==> config.mk <==
export PLATFORM = sky130hd
export DESIGN_NAME = fetch_pc
export DESIGN_NICKNAME = d
export VERILOG_FILES = /design/src/rtl/cpu_pkg.sv /design/src/rtl/fetch_buf.sv /design/src/rtl/fetch_pc.sv
export SDC_FILE = /design/constraint.sdc
export NUM_CORES = 1
export LEC_CHECK = 0
export BUFFER_PORTS_ARGS = -buffer_cell sky130_fd_sc_hd__buf_2
export CAP_MARGIN = 20
export CELL_PAD_IN_SITES_DETAIL_PLACEMENT = 1
export CELL_PAD_IN_SITES_GLOBAL_PLACEMENT = 1
export CORE_AREA = 2 2 131 133
export CTS_CLUSTER_DIAMETER = 30
export CTS_CLUSTER_SIZE = 20
export DETAILED_ROUTE_END_ITERATION = 8
export DIE_AREA = 0 0 133 135
export GPL_ROUTABILITY_DRIVEN = 0
export GPL_TIMING_DRIVEN = 1
export PLACE_DENSITY_LB_ADDON = 0.1
export SKIP_CTS_REPAIR_TIMING = 1
export SYNTH_ARGS = -nofsm -noshare
export SYNTH_HDL_FRONTEND = slang
export SYNTH_SLANG_ARGS = --single-unit
==> constraint.sdc <==
create_clock -name clk -period 1.9 [get_ports clk]
set_input_delay 0.285 -clock clk [delete_from_list [all_inputs] [get_ports clk]]
set_output_delay 0.285 -clock clk [all_outputs]
set_load 0.02 [all_outputs]
==> src/rtl/cpu_pkg.sv <==
// Shared CPU definitions: fetch FSM states, datapath width,
// reset PC default and the instruction length used to step the PC.
package cpu_pkg;

    localparam int          DEF_XLEN     = 32;
    localparam logic [31:0] DEF_RESET_PC = 32'h0000_0000;
    localparam int          ILEN         = 4;

    typedef enum logic [1:0] {
        ST_REQ  = 2'd0,
        ST_WAIT = 2'd1,
        ST_DROP = 2'd2,
        ST_HALT = 2'd3
    } fetch_state_e;

endpackage

==> src/rtl/fetch_buf.sv <==
// One-entry valid/ready holding register with synchronous flush.
// Ports: clk, rst, flush, load/din (fill), ready (drain), valid/dout.
module fetch_buf
#(
    parameter int W = 64
)
(
    input  logic         clk,
    input  logic         rst,
    input  logic         flush,
    input  logic         load,
    input  logic [W-1:0] din,
    input  logic         ready,
    output logic         valid,
    output logic [W-1:0] dout
);

    always_ff @(posedge clk) begin
        if (rst) begin
            valid <= 1'b0;
            dout  <= '0;
        end else if (flush) begin
            valid <= 1'b0;
        end else if (load) begin
            valid <= 1'b1;
            dout  <= din;
        end else if (valid && ready) begin
            valid <= 1'b0;
        end
    end

endmodule

==> src/rtl/fetch_pc.sv <==
// Instruction fetch / PC unit: one outstanding imem request, redirect
// handling, one-entry decode buffer and sticky misaligned-target fault.
// Ports: clk, rst, doBranch/brTarget (redirect), imemReq/imemAddr/
// imemGnt/imemRvalid/imemRdata (memory), instValid/instData/instPC/
// instReady (decode), misaligned (fault).
module fetch_pc
    import cpu_pkg::*;
#(
    parameter int              XLEN     = DEF_XLEN,
    parameter logic [XLEN-1:0] RESET_PC = DEF_RESET_PC
)
(
    input  logic            clk,
    input  logic            rst,
    input  logic            doBranch,
    input  logic [XLEN-1:0] brTarget,
    output logic            imemReq,
    output logic [XLEN-1:0] imemAddr,
    input  logic            imemGnt,
    input  logic            imemRvalid,
    input  logic [XLEN-1:0] imemRdata,
    output logic            instValid,
    output logic [XLEN-1:0] instData,
    output logic [XLEN-1:0] instPC,
    input  logic            instReady,
    output logic            misaligned
);

    fetch_state_e    state_q, state_d;
    logic [XLEN-1:0] pc_q, pc_d;
    logic [XLEN-1:0] req_pc_q, req_pc_d;
    logic            mis_q, mis_d;
    logic            flush, load, fire;
    logic [XLEN-1:0] tgt;
    logic [2*XLEN-1:0] buf_out;

    assign tgt = {brTarget[XLEN-1:1], 1'b0};

    // Only request when the fetched word will have a free slot.
    assign imemReq  = !rst && (state_q == ST_REQ)
                      && (!instValid || instReady);
    assign imemAddr = rst ? RESET_PC : pc_q;
    assign fire     = imemReq && imemGnt;

    always_ff @(posedge clk) begin
        if (rst) begin
            state_q  <= ST_REQ;
            pc_q     <= RESET_PC;
            req_pc_q <= '0;
            mis_q    <= 1'b0;
        end else begin
            state_q  <= state_d;
            pc_q     <= pc_d;
            req_pc_q <= req_pc_d;
            mis_q    <= mis_d;
        end
    end

    always_comb begin
        state_d  = state_q;
        pc_d     = pc_q;
        req_pc_d = req_pc_q;
        mis_d    = mis_q;
        flush    = 1'b0;
        load     = 1'b0;
        if (state_q != ST_HALT && doBranch) begin
            flush = 1'b1;
            if (tgt[1]) begin
                mis_d   = 1'b1;
                state_d = ST_HALT;
            end else begin
                pc_d = tgt;
                // A granted request still owes us one rvalid; skip it.
                unique case (state_q)
                    ST_REQ:  state_d = fire ? ST_DROP : ST_REQ;
                    ST_WAIT: state_d = imemRvalid ? ST_REQ : ST_DROP;
                    ST_DROP: state_d = imemRvalid ? ST_REQ : ST_DROP;
                    default: state_d = state_q;
                endcase
            end
        end else begin
            unique case (state_q)
                ST_REQ: begin
                    if (fire) begin
                        req_pc_d = pc_q;
                        pc_d     = pc_q + XLEN'(ILEN);
                        state_d  = ST_WAIT;
                    end
                end
                ST_WAIT: begin
                    if (imemRvalid) begin
                        load    = 1'b1;
                        state_d = ST_REQ;
                    end
                end
                ST_DROP: begin
                    if (imemRvalid) state_d = ST_REQ;
                end
                default: state_d = ST_HALT;
            endcase
        end
    end

    fetch_buf #(.W(2*XLEN)) u_buf (
        .clk   (clk),
        .rst   (rst),
        .flush (flush),
        .load  (load),
        .din   ({imemRdata, req_pc_q}),
        .ready (instReady),
        .valid (instValid),
        .dout  (buf_out)
    );

    assign instData   = buf_out[2*XLEN-1:XLEN];
    assign instPC     = buf_out[XLEN-1:0];
    assign misaligned = mis_q;

endmodule

After elaboration in Yosys (flattened, before gate mapping)

Cells that the tools add are included.

Output and inout port bits: 99
Word-level logic and storage cells: 54
Input bits: 70
Register bits after elaboration: 132

Equal/unequal tests: 7
Reduce and logical (&&, ||, !) cells: 19
Mux-type cells: 19
Add/sub/neg operators: 1
Bitwise logic cells: 2

Operators with widths:

| kind                                                                    | count |
|---|---|
| 32-bit 2-to-1 mux                                                       | 5 |
| 32-bit by 3-bit adder with 32-bit output, second input constant         | 1 |
| 2-bit 2-to-1 mux                                                        | 6 |
| 3-bit AND reduction                                                     | 3 |
| 2-bit case mux with 2 select lines                                      | 2 |
| 1-bit 2-to-1 mux                                                        | 6 |
| 2-bit nonzero test                                                      | 3 |
| 1-bit logical AND                                                       | 5 |
| 2-bit inequality test, second input constant                            | 2 |
| 4-bit inequality test, second input constant                            | 1 |
| 2-bit AND reduction                                                     | 2 |
| 2-bit OR reduction                                                      | 2 |
| 3-bit by 1-bit inequality test with 1-bit output, second input constant | 1 |
| 3-bit by 2-bit inequality test with 1-bit output, second input constant | 1 |
| 2-bit by 1-bit equality test with 1-bit output, second input constant   | 1 |
| 2-bit equality test, second input constant                              | 1 |
| 1-bit zero test                                                         | 2 |
| 2-bit zero test                                                         | 1 |
| 1-bit NOT                                                               | 2 |
| 1-bit logical OR                                                        | 1 |

Depth between registers and ports, before layout

Word-level depth: 8
Depth in mapped cells: 9

Hierarchy

A second synthesis with hierarchy kept.

Cell total of the unflattened synthesis: 731
Area total of the unflattened synthesis: 6406.1 um^2

Modules (own cells, without submodules):

| module    | sequential area each (um^2) | area each (um^2) | cells an instance | times used |
|---|---|---|---|---|
| fetch_pc  | 1261.2                      | 3323.2           | 435               | 1 |
| fetch_buf | 1301.2                      | 3083.0           | 296               | 1 |

Worst setup path after synthesis

No wires, ideal clock.

Kind: register to register
From: register pc_q[2]
To: register pc_q[26]
Data required time: 1766 ps
Data arrival time: 1713 ps
Stages on the path, launching flop included: 7
Slack: 53 ps
Period minus slack after synthesis: 1847 ps
Setup time: 134 ps
Cell sequence: dfxtp_1 -> ha_1 -> nand4_2 -> or3_4 -> nor4_2 -> xnor2_1 -> o22ai_1

Cells in the longest elaborated chain, start to end: 4

Ends and longest elaborated chain:

| what                                     | RTL line       | source |
|---|---|---|
| start, declared                          | fetch_pc.sv:30 | `logic [XLEN-1:0] pc_q, pc_d;` |
| start signal, assigned                   | fetch_pc.sv:53 | `pc_q <= pc_d;` |
| 32-bit by 3-bit adder with 32-bit output | fetch_pc.sv:86 | `pc_d = pc_q + XLEN'(ILEN);` |
| 32-bit 2-to-1 mux                        | fetch_pc.sv:84 | `if (fire) begin` |
| 32-bit 2-to-1 mux                        | fetch_pc.sv:82 | `unique case (state_q)` |
| 32-bit 2-to-1 mux                        | fetch_pc.sv:66 | `if (state_q != ST_HALT && doBranch) begin` |

Every way passes these cells. The select of a mux whose other input is x is not followed.
A chain may end at the register's enable or synchronous reset.

Final worst setup path

From: register state_q[0]
To: register pc_q[10]

Cells in the longest elaborated chain, start to end: 6

Ends and longest elaborated chain:

| what                                 | RTL line                       | source |
|---|---|---|
| start, declared                      | fetch_pc.sv:29                 | `fetch_state_e state_q, state_d;` |
| start signal, assigned               | fetch_pc.sv:52                 | `state_q <= state_d;` |
| 2-bit zero test                      | fetch_pc.sv:40, fetch_pc.sv:82 |  |
| 1-bit logical AND                    | fetch_pc.sv:40                 | `assign imemReq = !rst && (state_q == ST_REQ)` |
| 1-bit logical AND                    | fetch_pc.sv:41                 | `&& (!instValid \|\| instReady);` |
| 1-bit logical AND                    | fetch_pc.sv:43                 | `assign fire = imemReq && imemGnt;` |
| 2-bit nonzero test (no source line)  | --                             |  |
| 3-bit AND reduction (no source line) | --                             |  |

Parallel ways exist; a longest one is shown, timed or not.

==> impl_metrics.toml <==
[outcome]
status = "finished, final reports clean"

[run]
cap_violations = 0

[global_routing]
met3_usage = 0.0495
grt-ovfl-total = 0
grt_pass1_vias = 5504
grt_pass1_wl_um = 27900
grt_max_degree = 63
antenna_found_initial = 0
gr-usage-all-layers = 0.196
grt_use_met2 = 0.329
grtUsageMet1 = 0.246
top_usage_layer = "met2"

[placed_design]
place_area_sq_mm = 0.00666
dp_hpwl_um = 12500
io_buffers = 163

[synthesis]
synthTopCellsByArea = "dfxtp_1 (47%), nand2_1 (14%), a21oi_1 (9.6%)"
synth-edff-count = 0
postSynth.asyncResetShare = 0
syn_area_sq_mm = 0.00541
synth-main-ff-cell = "dfxtp_1"
synth_seq_area_share = 0.467
avgSynthCellArea_sq_um = 7.83
syn_inst = 690
synth_top_area_share = 0.467
synth_common_cells = "nand2_1 (197), dfxtp_1 (126), a21oi_1 (104)"
yosysMostFrequentCell = "nand2_1"
yosys.area.top_type = "dfxtp_1"
synth_warnings = 0
ys_ff_latch = 126
ys_types = 55

[cts]
cts.sinks = 126
cts_tree = "yes"
h-tree-depth = 4
cts-root-buf = "clkbuf_16"
clkTransAtPathRegs_ns = 0.06
cts.path.max_buffers = 2
clk_latency_ns = 0.42
cts_made_buffers = 17

[sta]
fin_setup_tns_ns = 0
final-hold-violation-count = 0
min_period_over_period = 0.993
fmax_mhz = 530
min_period_ns = 1.89
clock_skew_ns = 0.00704
max-slew-margin-rel = 0.559
slew_violations = 0
holdWs_ns = 0.105
worst_pin_slew_ns = 0.661
finalSetupViolCount = 0
rsz0062_at_grt = "yes"

[cells_and_area]
n_fill_cell = 2035
drive_gt1_frac = 0.322
diodes = 0
synthToLayoutAreaGrowth_pct = 39.4
finalInstanceArea_sq_mm = 0.00754
nNetsFinal = 952

[route]
vias = 5435
dr.pass1.iters = 4
ant_nets = 0
drtIter0Drc = 199
wire_per_inst_um = 16.3
vias_per_cell = 4.89
drt_wl_total_um = 18100
drcViolationCount = 0

[setup_path]
worst_ep_arrival_time_ns = 2.18
cp-end-kind = "flop"
required_ns = 2.19
cp_max_fo = 8
worstSetupStartpointType = "flop"
critical_path_class = "reg2reg"
r2r_setup_slack_ns = 0.01

[pwr]
p_leak_nw = 3.11
peakVddDrop_v = 0.000630
power.density_mw_per_mm2 = 1040

[floorplanning]
initial_core_util = 0.329
num_rows = 47
die-area_sq_mm = 0.0180
die_w_um = 133
io_pins = 169
die_y_um = 135
core-area_sq_mm = 0.0164

[worst_hold_path]
hold_path_class = "in2reg"
-- kinds of logic (layout without fill, tap and decap cells) --
family                   count (synthesis)  in the layout  synth area share
other                                    1              4          0.000694
XOR/XNOR                                15             15            0.0243
buffers and inverters                   61            259            0.0481
adder cells (fa/ha/maj)                  4              4           0.00926
AO/OA/AOI/OAI                          162            162             0.177
flip-flops                             126            126             0.467
multiplexers                             1              1           0.00208
AND/OR/NAND/NOR                        320            320             0.272
-- layer usage --
layer | part of all wire | up-vias
met5 | 0 | -
met4 | 0.012 | 0
met3 | 0.044 | 14
met2 | 0.48 | 132
met1 | 0.46 | 2581
li1 | - | 2708
-- power by group --
group | leakage [nW] | internal (mW) | total (mW) | switching [mW]
Sequential | 1.02 | 2.85 | 3.03 | 0.187
Combinational | 1.83 | 0.799 | 1.90 | 1.10
Clock | 0.252 | 1.69 | 2.87 | 1.18
-- flip-flops by register name (all words and copies together), names as in the netlist --
signal       count
state_q          2
misaligned       1
u_buf.dout      62
pc_q            30
u_buf.valid      1
req_pc_q        30
-- cells in the final DEF, fill, tap and decap left out, types with 3 or more instances in the layout --
cell type,instances
nor4_4,4
dfxtp_2,3
clkbuf_1,3
a211oi_1,5
xor2_1,10
a22oi_1,13
xnor2_1,5
nor3_1,10
nor2b_1,28
nand3_1,9
buf_12,5
clkinvlp_4,3
nor2_1,36
a21oi_1,102
a2111oi_2,4
nand2_1,197
dfxtp_1,122
nand3_2,3
o22ai_1,13
nor4_1,4
buf_2,162
conb_1,4
clkinv_2,6
clkbuf_16,20
nand4_1,9
buf_4,46
ha_4,3
o21ai_0,4
inv_1,5
-- final cells by class --
cell class,instances,area (sq um),share of cell area
sequential,126,2530,0.336
tap,220,275,0.0365
timing repair buffer,220,1400,0.185
inverter,7,28.8,0.00382
multi-input combinational,506,2790,0.370
clock inverter,11,70.1,0.00930
clock buffer,21,450,0.0598
-- per-stage QoR --
step	utilization	total power, mW	setup WS [ns]	cells
final	0.459	7.80	0.0127	1111
after global placement	0.406	4.62	-0.00519	1065
after floorplan	-	4.02	0.0534	693
after global routing	0.459	8.20	-0.0827	1111
after CTS	0.437	7.59	-0.137	1097
after detailed placement	0.406	4.70	-0.130	1065
-- worst paths after layout --
check | from | end | cells past startpoint
setup / recovery | state_q[0] | pc_q[10] | 6
hold / removal | imemRdata[3] | u_buf.dout[35] | 3
setup reg to reg | state_q[0] | pc_q[10] | 6
hold reg to reg | u_buf.dout[55] | u_buf.dout[55] | 2
-- worst max-delay path, stage by stage, from the launching register on --
cell,delay [ns]
dfxtp_4,0.38
ha_4,0.15
nor2b_2,0.05
or4_4,0.62
buf_8,0.19
nor3_1,0.27
a2111oi_2,0.11
(Power assumes the default switching activity.)
